$ cat src/rtl/bcd_countdown_pkg.sv
// Shared types and constants for the BCD countdown timer.
package bcd_countdown_pkg;

    localparam int unsigned DIGIT_W = 4;
    localparam logic [DIGIT_W-1:0] BCD_MAX = 4'd9;

    typedef enum logic [1:0] {
        IDLE   = 2'd0,
        RUN    = 2'd1,
        PAUSED = 2'd2,
        DONE   = 2'd3
    } state_e;

    // Clamp a raw nibble to a legal BCD digit.
    function automatic logic [DIGIT_W-1:0] bcd_sat(input logic [DIGIT_W-1:0] d);
        return (d > BCD_MAX) ? BCD_MAX : d;
    endfunction

endpackage

$ cat src/rtl/bcd_countdown_if.sv
// Control/status bundle between the countdown timer and its controller.
interface bcd_countdown_if
    import bcd_countdown_pkg::*;
#(
    parameter int unsigned DIGITS = 2
);
    localparam int unsigned CW = DIGIT_W * DIGITS;

    logic          load;
    logic [CW-1:0] load_value;
    logic          start;
    logic          pause;
    logic [CW-1:0] count;
    logic          running;
    logic          done;

    modport master (
        output load, load_value, start, pause,
        input  count, running, done
    );

    modport slave (
        input  load, load_value, start, pause,
        output count, running, done
    );

endinterface

$ cat src/rtl/bcd_digit_dec.sv
// Single BCD digit decrement with ripple borrow.
module bcd_digit_dec
    import bcd_countdown_pkg::*;
(
    input  logic [DIGIT_W-1:0] digit,
    input  logic               borrow_in,
    output logic [DIGIT_W-1:0] digit_next,
    output logic               borrow_out
);

    always_comb begin
        digit_next = digit;
        borrow_out = 1'b0;
        if (borrow_in) begin
            if (digit == '0) begin
                digit_next = BCD_MAX;
                borrow_out = 1'b1;
            end else begin
                digit_next = digit - DIGIT_W'(1);
            end
        end
    end

endmodule

$ cat src/rtl/bcd_countdown.sv
// Prescaled multi-digit BCD countdown timer with start/pause/resume control.
// Optional feature macro: BCD_COUNTDOWN_AUTO_RELOAD_EN (reload on terminal count).
module bcd_countdown
    import bcd_countdown_pkg::*;
#(
    parameter int unsigned DIGITS   = 2,
    parameter int unsigned PRESCALE = 4
) (
    input logic            clk,
    input logic            rst,
    bcd_countdown_if.slave bus
);

    localparam int unsigned CW = DIGIT_W * DIGITS;
    localparam int unsigned PW = (PRESCALE > 1) ? $clog2(PRESCALE) : 1;
    localparam logic [PW-1:0] P_LAST = PW'(PRESCALE - 1);

    state_e        state;
    logic [PW-1:0] psc;
    logic [CW-1:0] count_q;
    logic [CW-1:0] dec_value;
    logic [CW-1:0] load_sat;
    logic [DIGITS:0] borrow;
    logic          running_q;
    logic          done_q;
    logic          tick;
    logic          term;
`ifdef BCD_COUNTDOWN_AUTO_RELOAD_EN
    logic [CW-1:0] reload_q;
`endif

    // Borrow chain from the least significant digit upward.
    assign borrow[0] = 1'b1;
    for (genvar i = 0; i < DIGITS; i++) begin : g_digit
        bcd_digit_dec u_dec (
            .digit      (count_q[i*DIGIT_W +: DIGIT_W]),
            .borrow_in  (borrow[i]),
            .digit_next (dec_value[i*DIGIT_W +: DIGIT_W]),
            .borrow_out (borrow[i+1])
        );
        assign load_sat[i*DIGIT_W +: DIGIT_W] = bcd_sat(bus.load_value[i*DIGIT_W +: DIGIT_W]);
    end

    assign tick = (state == RUN) && (psc == P_LAST);
    // A borrow out of the top digit would mean underflow; treat it as terminal too.
    assign term = borrow[DIGITS] || (dec_value == '0);

    always_ff @(posedge clk or negedge rst) begin
        if (!rst) begin
            state     <= IDLE;
            count_q   <= '0;
            psc       <= '0;
            running_q <= 1'b0;
            done_q    <= 1'b0;
`ifdef BCD_COUNTDOWN_AUTO_RELOAD_EN
            reload_q  <= '0;
`endif
        end else begin
            done_q <= 1'b0;
            if (bus.load) begin
                count_q   <= load_sat;
                psc       <= '0;
                state     <= IDLE;
                running_q <= 1'b0;
`ifdef BCD_COUNTDOWN_AUTO_RELOAD_EN
                reload_q  <= load_sat;
`endif
            end else begin
                case (state)
                    IDLE: begin
                        if (bus.start && (count_q != '0)) begin
                            state     <= RUN;
                            running_q <= 1'b1;
                        end
                    end
                    RUN: begin
                        if (bus.pause) begin
                            state     <= PAUSED;
                            running_q <= 1'b0;
                        end else if (tick) begin
                            psc <= '0;
                            if (term) begin
                                done_q <= 1'b1;
`ifdef BCD_COUNTDOWN_AUTO_RELOAD_EN
                                if (reload_q != '0) begin
                                    count_q <= reload_q;
                                end else begin
                                    count_q   <= '0;
                                    state     <= DONE;
                                    running_q <= 1'b0;
                                end
`else
                                count_q   <= '0;
                                state     <= DONE;
                                running_q <= 1'b0;
`endif
                            end else begin
                                count_q <= dec_value;
                            end
                        end else begin
                            psc <= psc + PW'(1);
                        end
                    end
                    PAUSED: begin
                        if (bus.start && !bus.pause) begin
                            state     <= RUN;
                            running_q <= 1'b1;
                        end
                    end
                    DONE: begin
                    end
                endcase
            end
        end
    end

    assign bus.count   = count_q;
    assign bus.running = running_q;
    assign bus.done    = done_q;

endmodule
$ cat src/flat_wrapper.sv
// flat-port wrapper written by rule: the top's interface ports become plain ports
module bcd_countdown_flat import bcd_countdown_pkg::*;
#(
    parameter int unsigned DIGITS   = 2,
    parameter int unsigned PRESCALE = 4
)
  (clk, rst, bus_load, bus_load_value, bus_start, bus_pause, bus_count, bus_running, bus_done);
  bcd_countdown_if #(.DIGITS(DIGITS)) bus_i ();
  input logic clk;
  input logic rst;
  input wire logic [$bits(bus_i.load)-1:0] bus_load;
  input wire logic [$bits(bus_i.load_value)-1:0] bus_load_value;
  input wire logic [$bits(bus_i.start)-1:0] bus_start;
  input wire logic [$bits(bus_i.pause)-1:0] bus_pause;
  output wire logic [$bits(bus_i.count)-1:0] bus_count;
  output wire logic [$bits(bus_i.running)-1:0] bus_running;
  output wire logic [$bits(bus_i.done)-1:0] bus_done;
  assign bus_i.load = bus_load;
  assign bus_i.load_value = bus_load_value;
  assign bus_i.start = bus_start;
  assign bus_i.pause = bus_pause;
  assign bus_count = bus_i.count;
  assign bus_running = bus_i.running;
  assign bus_done = bus_i.done;
  bcd_countdown #(.DIGITS(DIGITS), .PRESCALE(PRESCALE)) u_core (.clk(clk), .rst(rst), .bus(bus_i));
endmodule
$ cat config.mk
export PLATFORM = sky130hd
export DESIGN_NAME = bcd_countdown_flat
export DESIGN_NICKNAME = d
export VERILOG_FILES = /design/src/rtl/bcd_countdown_pkg.sv /design/src/rtl/bcd_countdown_if.sv /design/src/rtl/bcd_digit_dec.sv /design/src/rtl/bcd_countdown.sv /design/src/flat_wrapper.sv
export SDC_FILE = /design/constraint.sdc
export NUM_CORES = 1
export LEC_CHECK = 0
export ABC_AREA = 1
export ABC_CLOCK_PERIOD_IN_PS = 3400
export CAP_MARGIN = 20
export CORE_ASPECT_RATIO = 1.25
export CORE_MARGIN = 10
export CORE_UTILIZATION = 35
export DETAILED_ROUTE_END_ITERATION = 10
export RECOVER_POWER = 50
export SYNTH_ARGS = -nofsm -noshare
export SYNTH_HDL_FRONTEND = slang
export SYNTH_SLANG_ARGS = --single-unit
$ cat constraint.sdc
create_clock -name clk -period 3.4 [get_ports clk]
set_input_delay 0.34 -clock clk [delete_from_list [all_inputs] [get_ports clk]]
set_output_delay 0.34 -clock clk [all_outputs]
set_load 0.005 [all_outputs]
======== Yosys cells after proc, flatten, opt, wreduce, memory -nomap -nowiden ========
Cells that the tools add are included.
operators by class
  add/subtract/negate cells ............... 3
  $mul .................................... 0
  divide/modulo/power cells ............... 0
  magnitude comparators ................... 2
  equality and inequality tests ........... 8
  shifts and indexed selects .............. 0
  mux-type cells .......................... 36
  bitwise operators ....................... 0
  reductions and logical operators ........ 16
operators with widths
  operator                                               number
  2-to-1 mux 8 bit                                       5
  2-to-1 mux 2 bit                                       10
  2-to-1 mux 4 bit                                       5
  2-to-1 mux 1 bit                                       14
  greater-than comparator 4 bit (second input constant)  2
  logical NOT 4 bit                                      2
  logical NOT 8 bit                                      1
  != test 4 x 3 -> 1 bit (second input constant)         2
  nonzero test 8 bit                                     1
  subtractor 4 x 1 -> 4 bit (second input constant)      2
  != test 3 x 2 -> 1 bit (second input constant)         2
  one-hot mux 2 bit (3 select lines)                     1
  AND reduction 5 bit                                    1
  == test 2 bit (second input constant)                  2
  nonzero test 2 bit                                     2
  nonzero test 4 bit                                     1
  logical AND 1 bit                                      3
  one-hot mux 1 bit (3 select lines)                     1
  AND reduction 3 bit                                    1
  adder 2 x 1 -> 2 bit (second input constant)           1
  == test 2 x 1 -> 1 bit (second input constant)         1
  logical NOT 2 bit                                      1
  != test 2 bit (second input constant)                  1
  AND reduction 2 bit                                    1
  2 further kinds                                        2
storage, ports and cells
  register bits after elaboration ......... 14
  bits in latches ......................... 0
  memory bits (writable) .................. 0
  ROM bits ................................ 0
  memories kept ........................... 0

======== Longest topological paths before layout ========
  depth in word-level cells ............... 10
  depth in mapped cells ................... 12
  depth with buffers taken out ............ 12

======== Cells and area by module ========
From an unflattened synthesis, not the netlist that was laid out.
second synthesis, totals
  cell total of the unflattened synthesis .. 152
  area total of the unflattened synthesis .. 1,098.6 µm²
by module, submodules not included
  module         instances  cells an instance  area an instance (µm²)  sequential area each (µm²)
  bcd_countdown  1          118                923.4                   350.3
  bcd_digit_dec  2          17                 87.6                    0.0

======== Worst setup path before layout ========
OpenSTA, ideal clock, no wires.
  path kind ............................... register -> register
  start ................................... register u_core.state[1]
  end ..................................... register u_core.count_q[4] (netlist: u_core.bus.count[4])
  setup time .............................. 0.126 ns
  data arrival time ....................... 1.362 ns
  path slack .............................. 1.912 ns
  cell stages (with the launch flop) ...... 10
  buffers on the path ..................... 0
  period minus slack after synthesis ...... 1.488 ns
  cell sequence ........................... dfrtp_1 > inv_1 > ha_1 > inv_1 > o21ai_2 > inv_2 > a21oi_4 > inv_2 > a211oi_1 > a21oi_1
on the way
  longest elaborated chain between the ends .. 4
  elaborated cells on any way between the ends .. 5
  classes of those cells .................. eq/ne: 1; reduce/logical: 4
ends and longest elaborated chain
  element                            line                                      text
  start: declaration                 bcd_countdown.sv:18                       state_e state;
  start signal: assignment           bcd_countdown.sv:50                       state <= IDLE;
  start signal: assignment           bcd_countdown.sv:63                       state <= IDLE;
  start signal: assignment           bcd_countdown.sv:72                       state <= RUN;
  == test 2 x 1 -> 1 bit (*)         bcd_countdown.sv:44, bcd_countdown.sv:69
  logical AND 1 bit                  bcd_countdown.sv:44                       assign tick = (state == RUN) && (psc == P_LAST);
  nonzero test 2 bit (no line)       --
  AND reduction 3 bit (no line) (*)  --
  end signal: assignment             bcd_countdown.sv:61                       count_q <= load_sat;
  end signal: assignment             bcd_countdown.sv:98                       count_q <= dec_value;
  end: declaration                   bcd_countdown.sv:20                       logic [CW-1:0] count_q;
Mark *: on every way between the ends. The rest lies on a longest branch, timed or not.
A chain may end at the register's enable or synchronous reset.

======== Worst setup path in the final report ========
  start ................................... input bus_load
  end ..................................... register u_core.count_q[4] (netlist: u_core.bus.count[4])
on the way
  longest elaborated chain between the ends .. 2
  elaborated cells on any way between the ends .. 5
  classes of those cells .................. eq/ne: 1; mux: 1; reduce/logical: 3
ends and longest elaborated chain
  element                                                               line                text
  start: declaration                                                    flat_wrapper.sv:11  input wire logic [$bits(bus_i.load)-1:0] bus_load;
  != test 2 bit (no line) / nonzero test 2 bit (equally long branches)  --
  AND reduction 3 bit (no line)                                         --
Parallel ways exist; a longest one is shown, timed or not.

==> results.md <==
- Outcome: finished clean
- Die area: 5270 um2
- Clock skew: 0.00119 ns
- Relative slew margins: 58.0%
- Die X: 67.0 um
- DRC viols: 0
- Worst Path Arrival: 2.22 ns
- GRT Util Overall: 9.45%
- Placed Instances: 191
- Cell with the most instances after synthesis: nand2_1
- Worst vdd ir: 0.345 mV
- Vias in the first global route: 947
- Overflow after GRT: 0
- Leading area contributor after synthesis: dfrtp_1
- Wire per inst: 12.0 um
- Crit path launch type: input pin
- CTS root buffer: clkbuf_4
- H-Tree Depth: 1
- Setup TNS: 0 ns
- Vias/cell: 4.89
- Area share of the largest cell type after synthesis: 36.3%
- CTS tree: done
- Clk slew on worst S/H paths: 0.08 ns
- Worst-Margin Slew: 0.628 ns
- Async S/R FF share, synth: 100%
- Clock latency at the later pin of the worst-skew pair: 0.27 ns
- Layout cells sized above 1: 12.5%
- Design area: 1250 um2
- Routed WL: 2.34 mm
- Nets: 179
- Area contributors post-synth: dfrtp_1, nand2_1, nor2_1
- Top cells by count, synth: nand2_1, nor2_1, dfrtp_1
- Yosys warnings: 0
- Worst Path Max Fanout: 15
- Crit Path Category: in -> reg
- Pwr per Cell Area: 562 nW/um2
- Filler instances: 265
- Worst slack, placed: 1.15 ns
- Post-cts resize count: 0
- LEAKAGE: 0.000592 uW
- RSZ-0062 raised after global routing: false
- Fin util: 47.0%
- Die Span Y: 78.7 um
- CP Capture Type: flip-flop
- Syn-to-layout area delta: 29.2%
- Worst-case clock buffer depth: 2
- Post-synth EDFFs: 0
- Fmax: 486 MHz
- Initial DRC count: 56
- Post-Syn Area: 965 um2
- Fin. Hold Viols: 0
- First-pass GRT wire length: 4.12 mm
- Postcts setup bufs: 0
- Sink Count: 14
- Antenna viol nets, final: 0
- Final setup viols: 0
- DP Area: 1220 um2
- PnR worst setup slack: 1.34 ns
- Number of max-cap violations: 0
- IO Pins: 23
- Detailed-route via count: 948
- Syn Area/Cell: 7.09 um2
- Post-synthesis sequential area ratio: 36.3%
- Fin crit share: 60.5%
- Fin cells: 194
- Post-Synthesis Cells: 136
- Initial Util: 36.4%
- Largest net degree at the start of global routing: 16
- CTS Hold Bufs: 0
- Initial antenna violation count: 0
- Post-synth net total: 153
- DR pass1 iterations: 4
- Top_reg_cell synth: dfrtp_1
- WP data required: 3.56 ns
- Fin crit period: 2.06 ns
- Hold/Removal Path Class: reg -> reg
- Std-Cell Rows: 21
- Slew Viols, Final: 0
- I/O Buffers: 22
- GPL Wtd Cong: 0.838
- Hpwl dp: 1.94 mm
- Seq cells post-synth: 14
- Yosys cell types: 26
- Ant. Diodes: 0
- Cts bufs inserted: 3
- Total core area: 2650 um2
## state kept, by name, summed over array words and instances, names as in the netlist
name                flops
u_core.bus.count        8
u_core.psc              2
u_core.state            2
u_core.bus.done         1
u_core.bus.running      1
## area by class of cell
cell class | instances | area [um2] | share of cell area (%)
multi-input cells | 103 | 543 | 43.6
flip-flops and latches | 14 | 350 | 28.1
repair buffers | 22 | 220 | 17.7
inverters | 18 | 67.6 | 5.42
well taps | 34 | 42.5 | 3.41
clock buffers | 3 | 22.5 | 1.81
## where the power goes
| part | internal (uW) | switching [uW] |
|---|---|---|
| clock | 41.0 | 53.0 |
| combinational | 157 | 177 |
| sequential | 214 | 58.0 |
## metrics by stage
| step | hold WS (ns) | total power (uW) |
|---|---|---|
| after floorplan | 0.0444 | 483 |
| after global placement | 0.488 | 616 |
| after detailed placement | 0.490 | 621 |
| after CTS | 0.465 | 719 |
| after global routing | 0.533 | 777 |
| final | 0.510 | 700 |
## cell families (layout without fill, tap and decap cells)
logic type      Yosys count  in the layout  share of synthesized area (%)
buf+inv                  19             43                           7.39
compound gates           23             23                           15.7
simple gates             76             76                           35.4
flops                    14             14                           36.3
fa+ha+maj                 4              4                           5.19
## worst max-delay path, stage by stage
cell	delay (ns)
dlygate4sd3_1	0.88
inv_2	0.18
o21ai_2	0.10
inv_2	0.07
a21oi_4	0.25
inv_2	0.09
a211oi_1	0.19
a21oi_1	0.10
## path summary, 6_finish.rpt
kind,from,end,slack [ns],cells past startpoint
worst max-delay path,bus_load,u_core.bus.count[4],1.34,8
worst min-delay path,u_core.bus.running,u_core.bus.running,0.51,2
worst max register to register,u_core.state[1],u_core.bus.count[4],1.71,9
worst min register to register,u_core.bus.running,u_core.bus.running,0.51,2
max in group asynchronous,rst,u_core.bus.count[7],2.48,1
min in group asynchronous,rst,u_core.bus.done,0.52,1
## per-layer routing
layer	global-route usage, %	up-vias	part of all wire [%]
met5	0	-	0
met4	3.09	0	0.60
met3	1.97	2	4.5
met2	17.7	13	54
met1	10.0	439	41
li1	-	494	-
## layout by cell type (no fill, tap or decap), types with 2 or more instances in the layout
cell              n
inv_1            13
a21oi_1           8
clkbuf_4          3
inv_2             5
o21ai_0           2
a31oi_1           4
nor2_2            2
nor2_4            2
clkdlybuf4s50_1  16
nor2_1           18
nand2_2           3
o21ai_1           2
nand2_1          37
dfrtp_1          14
dlygate4sd3_1     6
nand3_1          10
ha_1              4
(Power assumes the default switching activity.)
==> variant 1, RTL diff (same settings) <==
Add a define of `BCD_COUNTDOWN_AUTO_RELOAD_EN`.
--- a/src/rtl/bcd_countdown.sv
+++ b/src/rtl/bcd_countdown.sv
@@ -1,5 +1,7 @@
 // Prescaled multi-digit BCD countdown timer with start/pause/resume control.
 // Optional feature macro: BCD_COUNTDOWN_AUTO_RELOAD_EN (reload on terminal count).
+`define BCD_COUNTDOWN_AUTO_RELOAD_EN
+
 module bcd_countdown
     import bcd_countdown_pkg::*;
 #(
Behaviour: not the same (a bounded check fails within 10 cycles, from zero or initial values and one cycle with rst low).
==> variant 1 against the original RTL <==
  * Design area is 36% higher
  * First-iteration DRC count is 36% lower
  * Sequential cell count is 8 higher
  * Power is 15% higher
  * Core utilization is 2.2 points lower
  * Critical path depth is 2 lower
  * Synthesized cell count is 38% higher
  * Fmax is 2.5% higher
  * Routed wire length is 40% higher
  * Sequential share of layout area is 4.4 points higher
  * Cell count is 36% higher
  * Setup slack better by 0.051 ns
  * Synthesized area is 42% higher
  * Critical endpoint is now u_core.bus.count[2]
==> variant 1: results (changes against the original RTL) <==
* Share of layout cells above drive strength 1 at 9.05% (-3.5 points)
* Largest net degree at the start of global routing at 23 (+7)
* CP arrival at 2.15 ns (-0.07 ns)
* LEAKAGE at 0.798 nW (+35%)
* GR Util met1 at 10.8% (+0.77 points)
* GR Util met3 at 2.29% (+0.32 points)
* Reg2reg setup slack at 1.69 ns (-0.02 ns)
* Sequential area share after synthesis at 40.1% (+3.8 points)
* Core area at 3780 µm² (+43%)
* Combinational power at 299 µW (-10%)
* Hold Crit Class: input pin to async pin
* Non-clock buffer count at 23 (+4.5%)
* Post-synth net total at 204 (+33%)
* Commonest cells post-synth: nand2_1, inv_1, dfrtp_1
* Slew @ Worst Pin at 0.788 ns (+0.160 ns)
* Worst-path maximum fanout at 17 (+2)
* CP Capture Point: u_core.bus.count[2]
* FF-to-FF path depth at 10 (+1)
* GRT Util Overall at 9.73% (+0.28 points)
* Fillers at 395 (+49%)
* RePlAce Congestion at 0.803 (-4.2%)
* Worst reg2reg path endpoint: u_core.bus.running
* Worst Clk Skew at 0.00234 ns (+0.00116 ns)
* Number of antenna diodes at 0 (unchanged)
* PostCTS Resize Cnt at 0 (unchanged)
* Nonclk inv count at 31 (+13)
* Status: completed
* Combinational power share at 37.0% (-11 points)
* Wire length per cell at 12.4 µm (+3.0%)
* Via count at 1,259 (+33%)
* Signal buf overhead at 13.2% (-4.5 points)
* Hold Slack at 0.432 ns (-0.0775 ns)
* Initial Utilization at 36.3% (-0.053 points)
* Flop pwr share at 43.3% (+4.4 points)
* Clock sinks at 22 (+8)
* DR iter-0 viols at 36 (-36%)
* Storage cell area at 551 µm² (+57%)
* Fraction of area in clock buffers and inverters at 2.44% (+0.63 points)
* First-pass GRT wire length at 5710 µm (+39%)
* Final std cells w/o fill at 264 (+36%)
* Max IR drop VDD at 0.297 mV (-14%)
* Sw power at 286 µW (-0.88%)
* Comb_multi_in at 131 (+27%)
* Placed cell area at 1650 µm² (+35%)
* Nets at 229 (+28%)
* Pre-CTS setup slack at 1.19 ns (+0.0466 ns)
* Area of the multi-input gates at 694 µm² (+28%)
* Post-layout minimum cycle time at 2.00 ns (-0.0509 ns)
* Synth area leaders: dfrtp_1, nand2_1, inv_1
* Final HPWL DP at 2580 µm (+33%)
* Fin area at 1690 µm² (+36%)
* Synth Instances at 187 (+38%)
* Reg2reg start: u_core.bus.count[0]
## variant 1: cell count changes after synthesis, sizes merged, moves of 4 or more
| cell | change |
|---|---|
| nand3 | +6 |
| a21oi | +5 |
| dfrtp | +8 |
| inv | +12 |
| nor3 | +4 |
| o21ai | +6 |
## variant 1: worst max-delay path, cell delays in order
cell and delay [ns]:
dlygate4sd3_1 0.89, inv_2 0.28, o21ai_2 0.24, inv_2 0.14, a31oi_1 0.16, a21oi_1 0.09
## variant 1: cells by family (layout without fill, tap and decap cells)
family	count (synthesis)	after routing	share of synthesized area (%)
compound gates	36	36	16.8
flops	22	22	40.1
buf+inv	34	57	9.38
fa+ha+maj	4	4	3.64
simple gates	91	91	30.1
## variant 1: per-layer routing
layer	up-vias	share of wire [%]
met4	0	1.4
li1	661	-
met1	569	45
met2	24	49
met5	-	0
met3	5	4.3
==> variant 2, RTL diff (config.mk and constraints unchanged) <==
Without the edit above. Encoding of `state_e`: now one-hot (4 bits for 4 states).
--- a/src/rtl/bcd_countdown_pkg.sv
+++ b/src/rtl/bcd_countdown_pkg.sv
@@ -4,11 +4,11 @@
     localparam int unsigned DIGIT_W = 4;
     localparam logic [DIGIT_W-1:0] BCD_MAX = 4'd9;
 
-    typedef enum logic [1:0] {
-        IDLE   = 2'd0,
-        RUN    = 2'd1,
-        PAUSED = 2'd2,
-        DONE   = 2'd3
+    typedef enum logic [3:0] {
+        IDLE   = 4'b0001,
+        RUN    = 4'b0010,
+        PAUSED = 4'b0100,
+        DONE   = 4'b1000
     } state_e;
 
     // Clamp a raw nibble to a legal BCD digit.
Behaviour: no difference found for any inputs over 10 cycles, from zero or initial values and one cycle with rst low; not proved beyond that.
==> variant 2 against the original RTL <==
  * Setup slack gained 0.19 ns
  * Sequential share of layout area grew 1.5 points
  * Clock skew grew 0.00079 ns
  * Power shrank 25%
  * Synthesized cell count grew 5.9%
  * Sequential cell count grew 1
  * First-iteration DRC count grew 32%
  * Critical endpoint is now u_core.state[2]
  * Largest cell class unchanged
  * Worst hold slack lost 0.0079 ns
  * Register-to-register slack lost 0.04 ns
  * Routed wire length grew 9.4%
  * Global-route usage grew 0.43 points
  * Design area grew 2.1%
  * Synthesized area grew 4.5%
==> variant 2: results (changes against the original RTL) <==
* Status: completed
* Post-synthesis compound-gate area fraction at 14.3% (-1.4 points)
* Max IR drop VDD at 0.217 mV (-37%)
* Vias per cell at 4.80 (-1.8%)
* Reg2reg setup slack at 1.67 ns (-0.04 ns)
* FF-to-FF path depth at 10 (+1)
* Worst reg2reg path endpoint: u_core.state[2]
* DR iter-0 viols at 74 (+32%)
* Min-delay src: u_core.psc[0]
* Largest net degree at the start of global routing at 16 (unchanged)
* LEAKAGE at 0.623 nW (+5.3%)
* Synth area leaders: dfrtp_1, nand2_1, inv_1
* Placed cell area at 1250 µm² (+2.4%)
* Nets at 182 (+1.7%)
* Fillers at 293 (+11%)
* RePlAce Congestion at 0.849 (+1.3%)
* Adder-cell share of the synthesized area at 1.24% (-3.9 points)
* CP arrival at 2.04 ns (-0.18 ns)
* Post-synth net total at 158 (+3.3%)
* Worst Clk Skew at 0.00198 ns (+0.000792 ns)
* Worst slew margin at 53.6% (-4.4 points)
* Final wirelength at 2560 µm (+9.4%)
* Sequential area share after synthesis at 37.3% (+1.0 points)
* GR Util met1 at 11.1% (+1.1 points)
* First-pass GRT wire length at 4270 µm (+3.7%)
* Reg2reg start: u_core.bus.count[2]
* Vias in the first global route at 991 (+4.6%)
* GRT Util Overall at 9.88% (+0.43 points)
* Cell variety after synth at 23 (-12%)
* Sw Ratio at 36.2% (-4.9 points)
* Met2 usage at 17.1% (-0.61 points)
* Final Core Density at 46.6% (-0.39 points)
* Commonest cells post-synth: nand2_1, inv_1, nor2_1
* GR Util met3 at 2.53% (+0.56 points)
## variant 2: stage by stage
step                      hold WS, ns  instances  setup slack, ns
after global routing            0.548        201             1.39
after global placement          0.491        197             1.34
after CTS                       0.487        201             1.57
after detailed placement        0.490        197             1.25
after floorplan                0.0444        144             2.05
final                           0.502        201             1.54
## variant 2: worst min-delay path by stage
stage                           to  cells after the start
2_1_floorplan  u_core.bus.count[0]                      0
5_1_grt              u_core.psc[0]                      1
3_3_place_gp         u_core.psc[1]                      1
4_1_cts            u_core.state[1]                      1
6_report             u_core.psc[0]                      1
3_5_place_dp       u_core.state[0]                      2
## variant 2: worst max-delay path, stage by stage
cell and delay (ns):
clkdlybuf4s50_1 0.71, inv_1 0.35, nand2_1 0.18, nor3b_1 0.06, nor2_1 0.17, nand2_2 0.10, nand2_1 0.06, nand2_1 0.05
## variant 2: power by group through the flow
| stage | sequential (mW) | clock (mW) | combinational (mW) |
|---|---|---|---|
| finish | 0.237 | 0.101 | 0.188 |
| floorplan | 0.239 | 0 | 0.115 |
| global placement | 0.243 | 0 | 0.191 |
| global route | 0.243 | 0.116 | 0.213 |
| CTS | 0.240 | 0.107 | 0.195 |
| detailed placement | 0.244 | 0 | 0.194 |
## variant 2: metal layers
metal	vias up	share of wire (%)
li1	505	-
met1	441	42
met5	-	0
met2	17	52
met3	2	5.8
met4	0	0.78
## variant 2: cell type report
class                           count  share of cell area (%)
Clock inverter                      1                   0.393
Tap cell                           34                    3.34
Inverter                           22                    6.49
Timing Repair Buffer               22                    17.3
Sequential cell                    15                    29.6
Multi-Input combinational cell    104                    41.1
Clock buffer                        3                    1.77
## variant 2: cell families after synthesis
group,after synthesis
compound gates,24
simple gates,79
fa+ha+maj,1
buf+inv,25
flops,15
